### src/rtl/pc_pkg.sv
// Shared definitions for the fetch-stage PC sequencer: condition codes, state type
// and the flag-based condition evaluator.
package pc_pkg;

   localparam logic [2:0] COND_NE     = 3'b000;
   localparam logic [2:0] COND_EQ     = 3'b001;
   localparam logic [2:0] COND_GT     = 3'b010;
   localparam logic [2:0] COND_LT     = 3'b011;
   localparam logic [2:0] COND_GE     = 3'b100;
   localparam logic [2:0] COND_LE     = 3'b101;
   localparam logic [2:0] COND_OV     = 3'b110;
   localparam logic [2:0] COND_UNCOND = 3'b111;

   typedef enum logic {
      RUN    = 1'b0,
      HALTED = 1'b1
   } seqState_t;

   // N is taken as the "less than" indicator, so GT/LE fold Z in explicitly.
   function automatic logic condOk(input logic [2:0] cond, input logic z,
                                   input logic n, input logic v);
      logic ok;
      unique case (cond)
         COND_NE: ok = ~z;
         COND_EQ: ok = z;
         COND_GT: ok = ~z & ~n;
         COND_LT: ok = n;
         COND_GE: ok = ~n;
         COND_LE: ok = n | z;
         COND_OV: ok = v;
         default: ok = 1'b1;
      endcase
      return ok;
   endfunction

endpackage

### src/rtl/pc_ras.sv
// Circular return-address stack. Pushing when full silently overwrites the oldest
// entry; popping when empty is ignored. Pop and push in one cycle replace the top.
module pc_ras
   import pc_pkg::*;
#(
   parameter int ADDR_W = 16,
   parameter int DEPTH  = 4
) (
   input  logic              clk,
   input  logic              rst,
   input  logic              push,
   input  logic              pop,
   input  logic [ADDR_W-1:0] pushData,
   output logic [ADDR_W-1:0] top,
   output logic              empty
);

   localparam int PTR_W = (DEPTH > 1) ? $clog2(DEPTH) : 1;
   localparam int CNT_W = $clog2(DEPTH + 1);
   localparam logic [CNT_W-1:0] FULL = CNT_W'(DEPTH);

   logic [ADDR_W-1:0] mem [DEPTH];
   logic [PTR_W-1:0]  topPtr;
   logic [CNT_W-1:0]  count;

   logic              doPop;
   logic [PTR_W-1:0]  popPtr;
   logic [PTR_W-1:0]  pushPtr;
   logic [CNT_W-1:0]  popCnt;

   assign empty   = (count == '0);
   assign top     = mem[topPtr];
   assign doPop   = pop & ~empty;
   assign popPtr  = doPop ? topPtr - 1'b1 : topPtr;
   assign popCnt  = doPop ? count - 1'b1 : count;
   // DEPTH is a power of two, so the pointer wraps onto the oldest slot by itself.
   assign pushPtr = popPtr + 1'b1;

   always_ff @(posedge clk or posedge rst) begin
      if (rst) begin
         topPtr <= '0;
         count  <= '0;
      end else if (push) begin
         topPtr <= pushPtr;
         count  <= (popCnt == FULL) ? popCnt : popCnt + 1'b1;
      end else begin
         topPtr <= popPtr;
         count  <= popCnt;
      end
   end

   always_ff @(posedge clk) begin
      if (push) mem[pushPtr] <= pushData;
   end

endmodule

### src/rtl/pc_sequencer.sv
// Fetch-stage program counter: condition evaluation, next-PC selection, stall/halt.
// Define PC_RAS_EN to add a return-address stack for call/ret.
module pc_sequencer
   import pc_pkg::*;
#(
   parameter int                ADDR_W    = 16,
   parameter int                INC       = 2,
   parameter int                IMM_SHIFT = 1,
   parameter logic [ADDR_W-1:0] RESET_VEC = '0,
   parameter int                RAS_DEPTH = 4
) (
   input  logic              clk,
   input  logic              rst,
   input  logic              stall,
   input  logic              halt,
   input  logic              branch,
   input  logic              addr_src,
   input  logic [2:0]        cond,
   input  logic              flag_z,
   input  logic              flag_n,
   input  logic              flag_v,
   input  logic [ADDR_W-1:0] imm_off,
   input  logic [ADDR_W-1:0] reg_addr,
   input  logic              call,
   input  logic              ret,
   output logic [ADDR_W-1:0] pc_out,
   output logic [ADDR_W-1:0] pc_plus_out,
   output logic              taken,
   output logic              halted
);

   seqState_t         state;
   logic [ADDR_W-1:0] pcReg;
   logic [ADDR_W-1:0] pcPlus;
   logic [ADDR_W-1:0] relTarget;
   logic [ADDR_W-1:0] popTarget;
   logic [ADDR_W-1:0] nextPc;
   logic              holdPc;

   assign pcPlus      = pcReg + ADDR_W'(INC);
   assign relTarget   = pcPlus + ADDR_W'(imm_off << IMM_SHIFT);
   assign pc_out      = pcReg;
   assign pc_plus_out = pcPlus;

   assign holdPc = (state == HALTED) | stall | halt;
   assign taken  = ~holdPc & branch & condOk(cond, flag_z, flag_n, flag_v);

`ifdef PC_RAS_EN
   logic [ADDR_W-1:0] rasTop;
   logic              rasEmpty;

   pc_ras #(
      .ADDR_W (ADDR_W),
      .DEPTH  (RAS_DEPTH)
   ) uRas (
      .clk      (clk),
      .rst      (rst),
      .push     (taken & call),
      .pop      (taken & ret),
      .pushData (pcPlus),
      .top      (rasTop),
      .empty    (rasEmpty)
   );

   // An empty stack degrades a return into a plain register jump.
   assign popTarget = rasEmpty ? reg_addr : rasTop;
`else
   logic unusedCall;
   localparam int unusedRasDepth = RAS_DEPTH;

   assign unusedCall = call;
   assign popTarget  = reg_addr;
`endif

   always_comb begin
      nextPc = pcPlus;
      if (holdPc)
         nextPc = pcReg;
      else if (taken & ret)
         nextPc = popTarget;
      else if (taken & addr_src)
         nextPc = relTarget;
      else if (taken)
         nextPc = reg_addr;
   end

   always_ff @(posedge clk or posedge rst) begin
      if (rst) begin
         pcReg  <= RESET_VEC;
         state  <= RUN;
         halted <= 1'b0;
      end else begin
         pcReg <= nextPc;
         unique case (state)
            RUN: begin
               if (halt & ~stall) begin
                  state  <= HALTED;
                  halted <= 1'b1;
               end
            end
            HALTED: begin
               state  <= HALTED;
               halted <= 1'b1;
            end
            default: begin
               state  <= RUN;
               halted <= 1'b0;
            end
         endcase
      end
   end

endmodule

### config.mk
export PLATFORM = sky130hd
export DESIGN_NAME = pc_sequencer
export DESIGN_NICKNAME = d
export VERILOG_FILES = /design/src/rtl/pc_pkg.sv /design/src/rtl/pc_ras.sv /design/src/rtl/pc_sequencer.sv
export SDC_FILE = /design/constraint.sdc
export NUM_CORES = 1
export LEC_CHECK = 0
export BUFFER_PORTS_ARGS = -buffer_cell sky130_fd_sc_hd__buf_2
export CAP_MARGIN = 40
export CORE_AREA = 2 2 83 85
export CTS_CLUSTER_SIZE = 40
export DETAILED_ROUTE_END_ITERATION = 12
export DIE_AREA = 0 0 85 87
export PLACE_DENSITY_LB_ADDON = 0.15
export SLEW_MARGIN = 20
export SYNTH_ARGS = -nofsm -noshare
export SYNTH_HDL_FRONTEND = slang
export SYNTH_SLANG_ARGS = --single-unit
### constraint.sdc
create_clock -name clk -period 7.29 [get_ports clk]
set_clock_uncertainty 0.15 [all_clocks]
set_input_delay 0.3645 -clock clk [delete_from_list [all_inputs] [get_ports clk]]
set_output_delay 0.3645 -clock clk [all_outputs]
set_load 0.01 [all_outputs]
==> results.py, run 1 <==
metrics = {
    "synth": {
        "ys_seq_area_share_pct": 21.4,
        "synth_edf_count": 0,
        "syn_nets": 327,
        "synth-main-ff-cell": "dfrtp_1",
        "synth_area_leaders": "dfrtp_1, ha_1, xnor2_1",
        "synth_top_cell_by_area": "dfrtp_1",
        "synth_commonest_cells": "nand2_1, a21oi_1, dfrtp_1, ha_1, nor2_1",
        "syn_area_per_cell_sq_um": 8.03,
        "synth_most_common_cell": "nand2_1",
        "netlist_instances": 262,
        "ys_async_sr_fraction_pct": 100,
        "netlist_area_sq_mm": 0.00210,
        "ys_warn_count": 0,
        "synth_top_area_share_pct": 21.4,
        "synth_cell_types": 55,
        "synth-seq-cells": 18,
    },
    "global_routing": {
        "grt_start_max_net_pins": 27,
        "grtUsageTotal_pct": 16.1,
        "first_global_vias": 2048,
        "grt_pass1_wl_um": 9870,
        "antenna_found_initial": 0,
        "grt_overflow": 0,
    },
    "cts": {
        "cts.sinks": 18,
        "cts_tree": "built",
        "ctsHoldBuffers": 0,
        "cts-root-buf": "clkbuf_8",
        "clk_latency_ns": 0.25,
        "cts_buffers": 3,
        "clockBufferDepth": 2,
        "post-cts-setup-buffers": 0,
        "htree_levels": 1,
        "clk_pin_slew_ns": 0.07,
        "cts_resized": 0,
    },
    "route": {
        "wl_met2_um": 2750,
        "wl_per_cell_um": 14.6,
        "route.detailed.drc": 0,
        "wl_met1_um": 2940,
        "avgViaCountPerCell": 5.34,
        "dr.pass1.iters": 4,
        "drtIter0Drc": 91,
        "dr_total_vias": 2223,
        "postRouteAntennaNets": 0,
        "wl_um": 6060,
        "top_layer_used": "met4",
        "wl_met3_um": 349,
    },
    "placement": {
        "dp_hpwl_um": 4700,
        "pre_cts_ws_ns": 3.78,
        "gp_congestion": 0.818,
        "dp.cells": 411,
        "port_buffers": 77,
    },
    "sta": {
        "tns_ns": 0,
        "fmaxAchievable_mhz": 283,
        "drv_slew": 0,
        "period_minus_slack_ns": 3.54,
        "hold_violations": 0,
        "rsz0062_at_grt": "no",
        "fin_crit_sh_pct": 48.5,
        "layout_setup_ws_ns": 3.75,
        "setup_viol": 0,
        "worst_pin_slew_ns": 0.705,
        "slew-limit-headroom_pct": 52.9,
    },
    "power_and_ir_drop": {
        "max-vdd-ir-drop_v": 0.0000884,
        "powerDensity_mw_per_mm2": 199,
        "leakagePower_nw": 1.25,
        "power_mw": 0.523,
    },
    "finish": {
        "area_growth_syn_to_layout_pct": 24.9,
        "nFillCells": 690,
        "layout.nets": 403,
        "fin_cells": 416,
        "n_antenna_cell": 0,
        "drive_above_1_share_pct": 28.3,
    },
    "critical_path": {
        "end_kind": "flip-flop",
        "cp.required_ns": 7.25,
        "critPathArrivalTime_ns": 3.49,
        "rr_worst_depth": 12,
        "r2r_start": "pc_out[1]$_DFFE_PP0N_",
        "reg2reg_slack_ns": 3.75,
        "path_max_fanout": 7,
        "setup.worst_path.start": "pc_out[1]$_DFFE_PP0N_",
        "cp-start-kind": "flip-flop",
        "r2r_end": "pc_out[12]$_DFFE_PP0N_",
        "critPathKind": "reg2reg",
        "cp-endpoint": "pc_out[12]$_DFFE_PP0N_",
    },
    "floorplan": {
        "start_util_pct": 32.0,
        "die_height_um": 87,
        "fp-row-count": 30,
        "die_area_sq_mm": 0.00740,
        "die_w_um": 85,
        "coreArea_sq_mm": 0.00657,
        "io_pins": 80,
    },
    "run": {
        "drv_cap": 0,
    },
    "hold_path": {
        "hold_path.class": "in2async",
    },
    "run_status": {
        "status": "completed",
    },
}
[flip-flops by register name, indices dropped and copies added, names as in the netlist]
name	count
halted	1
state	1
pc_out	16
[cells in the final DEF (no fill, tap or decap), drive strengths merged, types with 4 or more instances in the layout]
master,instances
a21o,4
ha,18
buf,81
o21ai,19
xor2,10
nand3,9
nor2,16
nand2,25
o211ai,7
a31oi,6
dfrtp,18
nor4,6
xnor2,13
nor3,5
a21oi,22
nand2b,8
inv,14
[stage by stage]
stage               util (%)  instance area (sq um)  hold WS [ns]
floorplan                  -                   2100         0.153
global placement        38.8                   2550         0.298
detailed placement      39.0                   2560         0.299
CTS                     39.6                   2600        0.0977
global route            40.0                   2630         0.140
finish                  40.0                   2630        0.0664
[how the worst min path moves through the flow]
stage | startpoint | slack [ns] | cells after the start | to
2_1_floorplan | rst | 0.15 | 1 | halted$_DFFE_PP0P_
3_3_place_gp | halted$_DFFE_PP0P_ | 0.30 | 1 | halted$_DFFE_PP0P_
3_5_place_dp | halted$_DFFE_PP0P_ | 0.30 | 1 | halted$_DFFE_PP0P_
4_1_cts | rst | 0.1 | 2 | halted$_DFFE_PP0P_
5_1_grt | rst | 0.14 | 2 | halted$_DFFE_PP0P_
6_report | rst | 0.07 | 2 | halted$_DFFE_PP0P_
[logic make-up (layout without fill, tap and decap cells)]
| family | count (synthesis) | count (layout) | synth area share, % |
|---|---|---|---|
| AND/OR/NAND/NOR | 86 | 86 | 21.9 |
| flip-flops | 18 | 18 | 21.4 |
| AO/OA/AOI/OAI | 87 | 87 | 27.5 |
| adder cells (fa/ha/maj) | 19 | 19 | 11.7 |
| buffers and inverters | 24 | 98 | 5.06 |
| multiplexers | 5 | 5 | 2.50 |
| XOR/XNOR | 23 | 23 | 9.94 |
[report_power, final]
part | total [mW] | switching [mW] | internal [mW]
sequential | 0.141 | 0.0260 | 0.115
clock | 0.0684 | 0.0318 | 0.0367
combinational | 0.313 | 0.175 | 0.138
total | 0.523 | 0.233 | 0.290
[layer usage]
layer  vias to the layer above  global-route usage, %
met3                         2                   1.42
li1                       1132                      -
met5                         -                      0
met1                      1024                   23.5
met4                         0                   2.60
met2                        65                   26.4
[critical path, cell delays in order (launching register included)]
cell and delay, ns:
dfrtp_1 0.44, ha_1 0.29, nand3_4 0.17, nor2_1 0.24, nand2_1 0.10, xnor2_1 0.36
ha_1 0.32, and4_1 0.16, a221o_1 0.33, a21oi_1 0.32, a21oi_1 0.16, mux2i_1 0.22
a41oi_1 0.14
[final cells by class]
| cell class | count | area [sq um] | area share [%] |
|---|---|---|---|
| inverter | 14 | 52.6 | 2.00 |
| tap | 80 | 100 | 3.81 |
| sequential | 18 | 450 | 17.2 |
| clock buffer | 3 | 41.3 | 1.57 |
| timing repair buffer | 81 | 430 | 16.4 |
| multi-input combinational | 220 | 1550 | 59.1 |
No activity file was read; power rests on OpenSTA's default activity.
==> run 2, diff against run 1 <==
Clock period 7.29 ns to 3.4 ns, I/O delays scaled along.
==> run 2 against run 1 <==
Against the previous run: flip-flop and latch count is the same; total power rose by 130%; non-clock buffer count is 18 higher; sequential power increased by 97%; sequential share of layout area decreased by 0.91 points; setup slack lost 3.5 ns; core utilization is 2.2 points higher; clock-buffer cell count up 1; first-iteration DRC count grew 19%; combinational power rose by 140%; worst hold slack lost 0.047 ns; wire length rose by 3.4%; critical path type unchanged.
==> results.py, run 2 (synthesis results as in run 1) <==
metrics = {
    "sta": {
        "slew-limit-headroom_pct": 42.8,
        "tns_ns": 0,
        "hold_violations": 0,
        "fmaxAchievable_mhz": 320,
        "setup_viol": 0,
        "layout_setup_ws_ns": 0.277,
        "worst_pin_slew_ns": 0.858,
        "drv_slew": 0,
        "period_minus_slack_ns": 3.12,
        "fin_crit_sh_pct": 91.9,
        "rsz0062_at_grt": "no",
    },
    "global_routing": {
        "antenna_found_initial": 0,
        "grtUsageTotal_pct": 17.0,
        "first_global_vias": 2143,
        "grt_pass1_wl_um": 10300,
        "grt_start_max_net_pins": 27,
        "grt-busiest-layer": "met2",
        "grt_overflow": 0,
        "grtUsageMet2_pct": 28.0,
        "grt_use_met1_pct": 24.1,
        "grt_use_met3_pct": 1.42,
    },
    "placement": {
        "pre_cts_ws_ns": 0.315,
        "port_buffers": 77,
        "dpl_cell_area_sq_mm": 0.00270,
        "dp_hpwl_um": 5000,
        "gp_congestion": 0.762,
    },
    "critical_path": {
        "cp.required_ns": 3.37,
        "critPathArrivalTime_ns": 3.09,
        "critPathKind": "reg2reg",
        "cp-start-kind": "flip-flop",
        "r2r_start": "pc_out[1]$_DFFE_PP0N_",
        "setup.worst_path.start": "pc_out[1]$_DFFE_PP0N_",
        "max_stage_delay_ns": 0.35,
        "end_kind": "flip-flop",
        "cp-endpoint": "pc_out[12]$_DFFE_PP0N_",
        "path_max_fanout": 4,
        "r2r_end": "pc_out[12]$_DFFE_PP0N_",
        "rr_worst_depth": 13,
        "slowest_stage": "dfrtp_1",
        "reg2reg_slack_ns": 0.28,
        "worstPathCellList": "ha_1 -> nand3_4 -> nor2_1 -> nand2_1 -> xnor2_1 -> ha_1 -> and4_1 -> a221o_1 -> a21oi_1 -> buf_4 -> a21oi_1 -> mux2i_1 -> a41oi_1",
    },
    "finish": {
        "layout.nets": 421,
        "largest_reg_flops": 16,
        "n_antenna_cell": 0,
        "final_common_cell": "buf_2",
        "layout_common_cells": "buf_2, nand2_1, a21oi_1, buf_4",
        "design_area_sq_mm": 0.00277,
        "nFillCells": 694,
        "drive_above_1_share_pct": 31.5,
        "area_growth_syn_to_layout_pct": 31.8,
    },
    "power_and_ir_drop": {
        "sw_frac_of_total_pct": 42.6,
        "power_mw": 1.22,
        "p_int_mw": 0.698,
        "power_frac_seq_pct": 22.8,
        "powerDensity_mw_per_mm2": 439,
        "leakagePower_nw": 1.34,
        "combPwrFrac_pct": 62.6,
        "max-vdd-ir-drop_v": 0.000240,
        "p_clk_share_pct": 14.5,
        "p_switching_mw": 0.519,
    },
    "cts": {
        "cts_buffers": 3,
        "cts_resized": 0,
        "clockBufferDepth": 2,
        "cts-root-buf": "clkbuf_8",
        "clk_pin_slew_ns": 0.07,
        "cts.sinks": 18,
        "clk_latency_ns": 0.26,
        "htree_levels": 1,
        "cts_tree": "built",
    },
    "route": {
        "dr_total_vias": 2264,
        "drtIter0Drc": 108,
        "route.detailed.drc": 0,
        "wl_um": 6270,
        "avgViaCountPerCell": 5.20,
        "dr.pass1.iters": 4,
        "postRouteAntennaNets": 0,
        "wl_per_cell_um": 14.4,
    },
    "run_status": {
        "status": "completed",
    },
    "floorplan": {
        "die_area_sq_mm": 0.00740,
        "io_pins": 80,
        "die_w_um": 85,
        "die_height_um": 87,
        "fp-row-count": 30,
        "start_util_pct": 32.0,
        "coreArea_sq_mm": 0.00657,
    },
    "hold_path": {
        "hold_path.class": "in2reg",
    },
    "run": {
        "drv_cap": 0,
    },
}
## run 2: cell count changes in the layout (fill, tap and decap cells not counted)
cell	before	now
buf_4	1	19
buf_6	2	0
clkbuf_8	3	4
dlygate4sd3_1	0	2
## run 2: layer usage
| metal | part of all wire (%) | up-vias |
|---|---|---|
| met4 | 0.72 | 0 |
| met5 | 0 | - |
| met1 | 48 | 1027 |
| met3 | 6.2 | 4 |
| met2 | 45 | 69 |
| li1 | - | 1164 |
## run 2: worst min path at each step
stage                       startpoint                endpoint  slack [ns]  cells after the start
after floorplan                    rst      halted$_DFFE_PP0P_       -0.04                      1
after global placement             rst      halted$_DFFE_PP0P_        0.18                      2
after detailed placement           rst   pc_out[0]$_DFFE_PP0P_        0.19                      2
after CTS                         halt         state$_DFF_PP0_        0.02                      2
after global routing      reg_addr[10]  pc_out[10]$_DFFE_PP0N_        0.03                      3
final                             halt         state$_DFF_PP0_        0.02                      2
## run 2: power by group through the flow
stage          sequential, mW  clock, mW  combinational, mW
2_1_floorplan           0.313          0              0.456
6_report                0.278      0.177              0.762
3_3_place_gp            0.282          0              0.756
4_1_cts                 0.278      0.184              0.768
5_1_grt                 0.283      0.191              0.851
3_5_place_dp            0.282          0              0.761
## run 2: area by class of cell
class | count | area (sq um) | area share, %
Sequential cell | 18 | 450 | 16.2
Timing Repair Buffer | 99 | 563 | 20.3
Multi-Input combinational cell | 220 | 1550 | 56.0
Tap cell | 80 | 100 | 3.61
Clock buffer | 4 | 55.1 | 1.99
Inverter | 14 | 52.6 | 1.90
## run 2: repair_timing
action | CTS | global route
buffers inserted | 0 | 0
hold buffers | 2 | 0
endpoints found under the hold margin | 19 | 0
## run 2: critical path, delay by kind of cell, from the launching register on
kind	cells	cell delay, ns
buffers and inverters	1	0.15
flip-flops	1	0.35
XOR/XNOR	1	0.20
adder cells (fa/ha/maj)	2	0.56
multiplexers	1	0.22
AO/OA/AOI/OAI	4	0.69
AND/OR/NAND/NOR	4	0.65
## run 2: metrics by stage
stage	cells	utilization (%)	hold slack (ns)
global placement	428	40.8	0.182
global route	435	42.2	0.0290
finish	435	42.2	0.0198
CTS	435	42.2	0.0170
detailed placement	429	41.1	0.189
floorplan	262	-	-0.0414
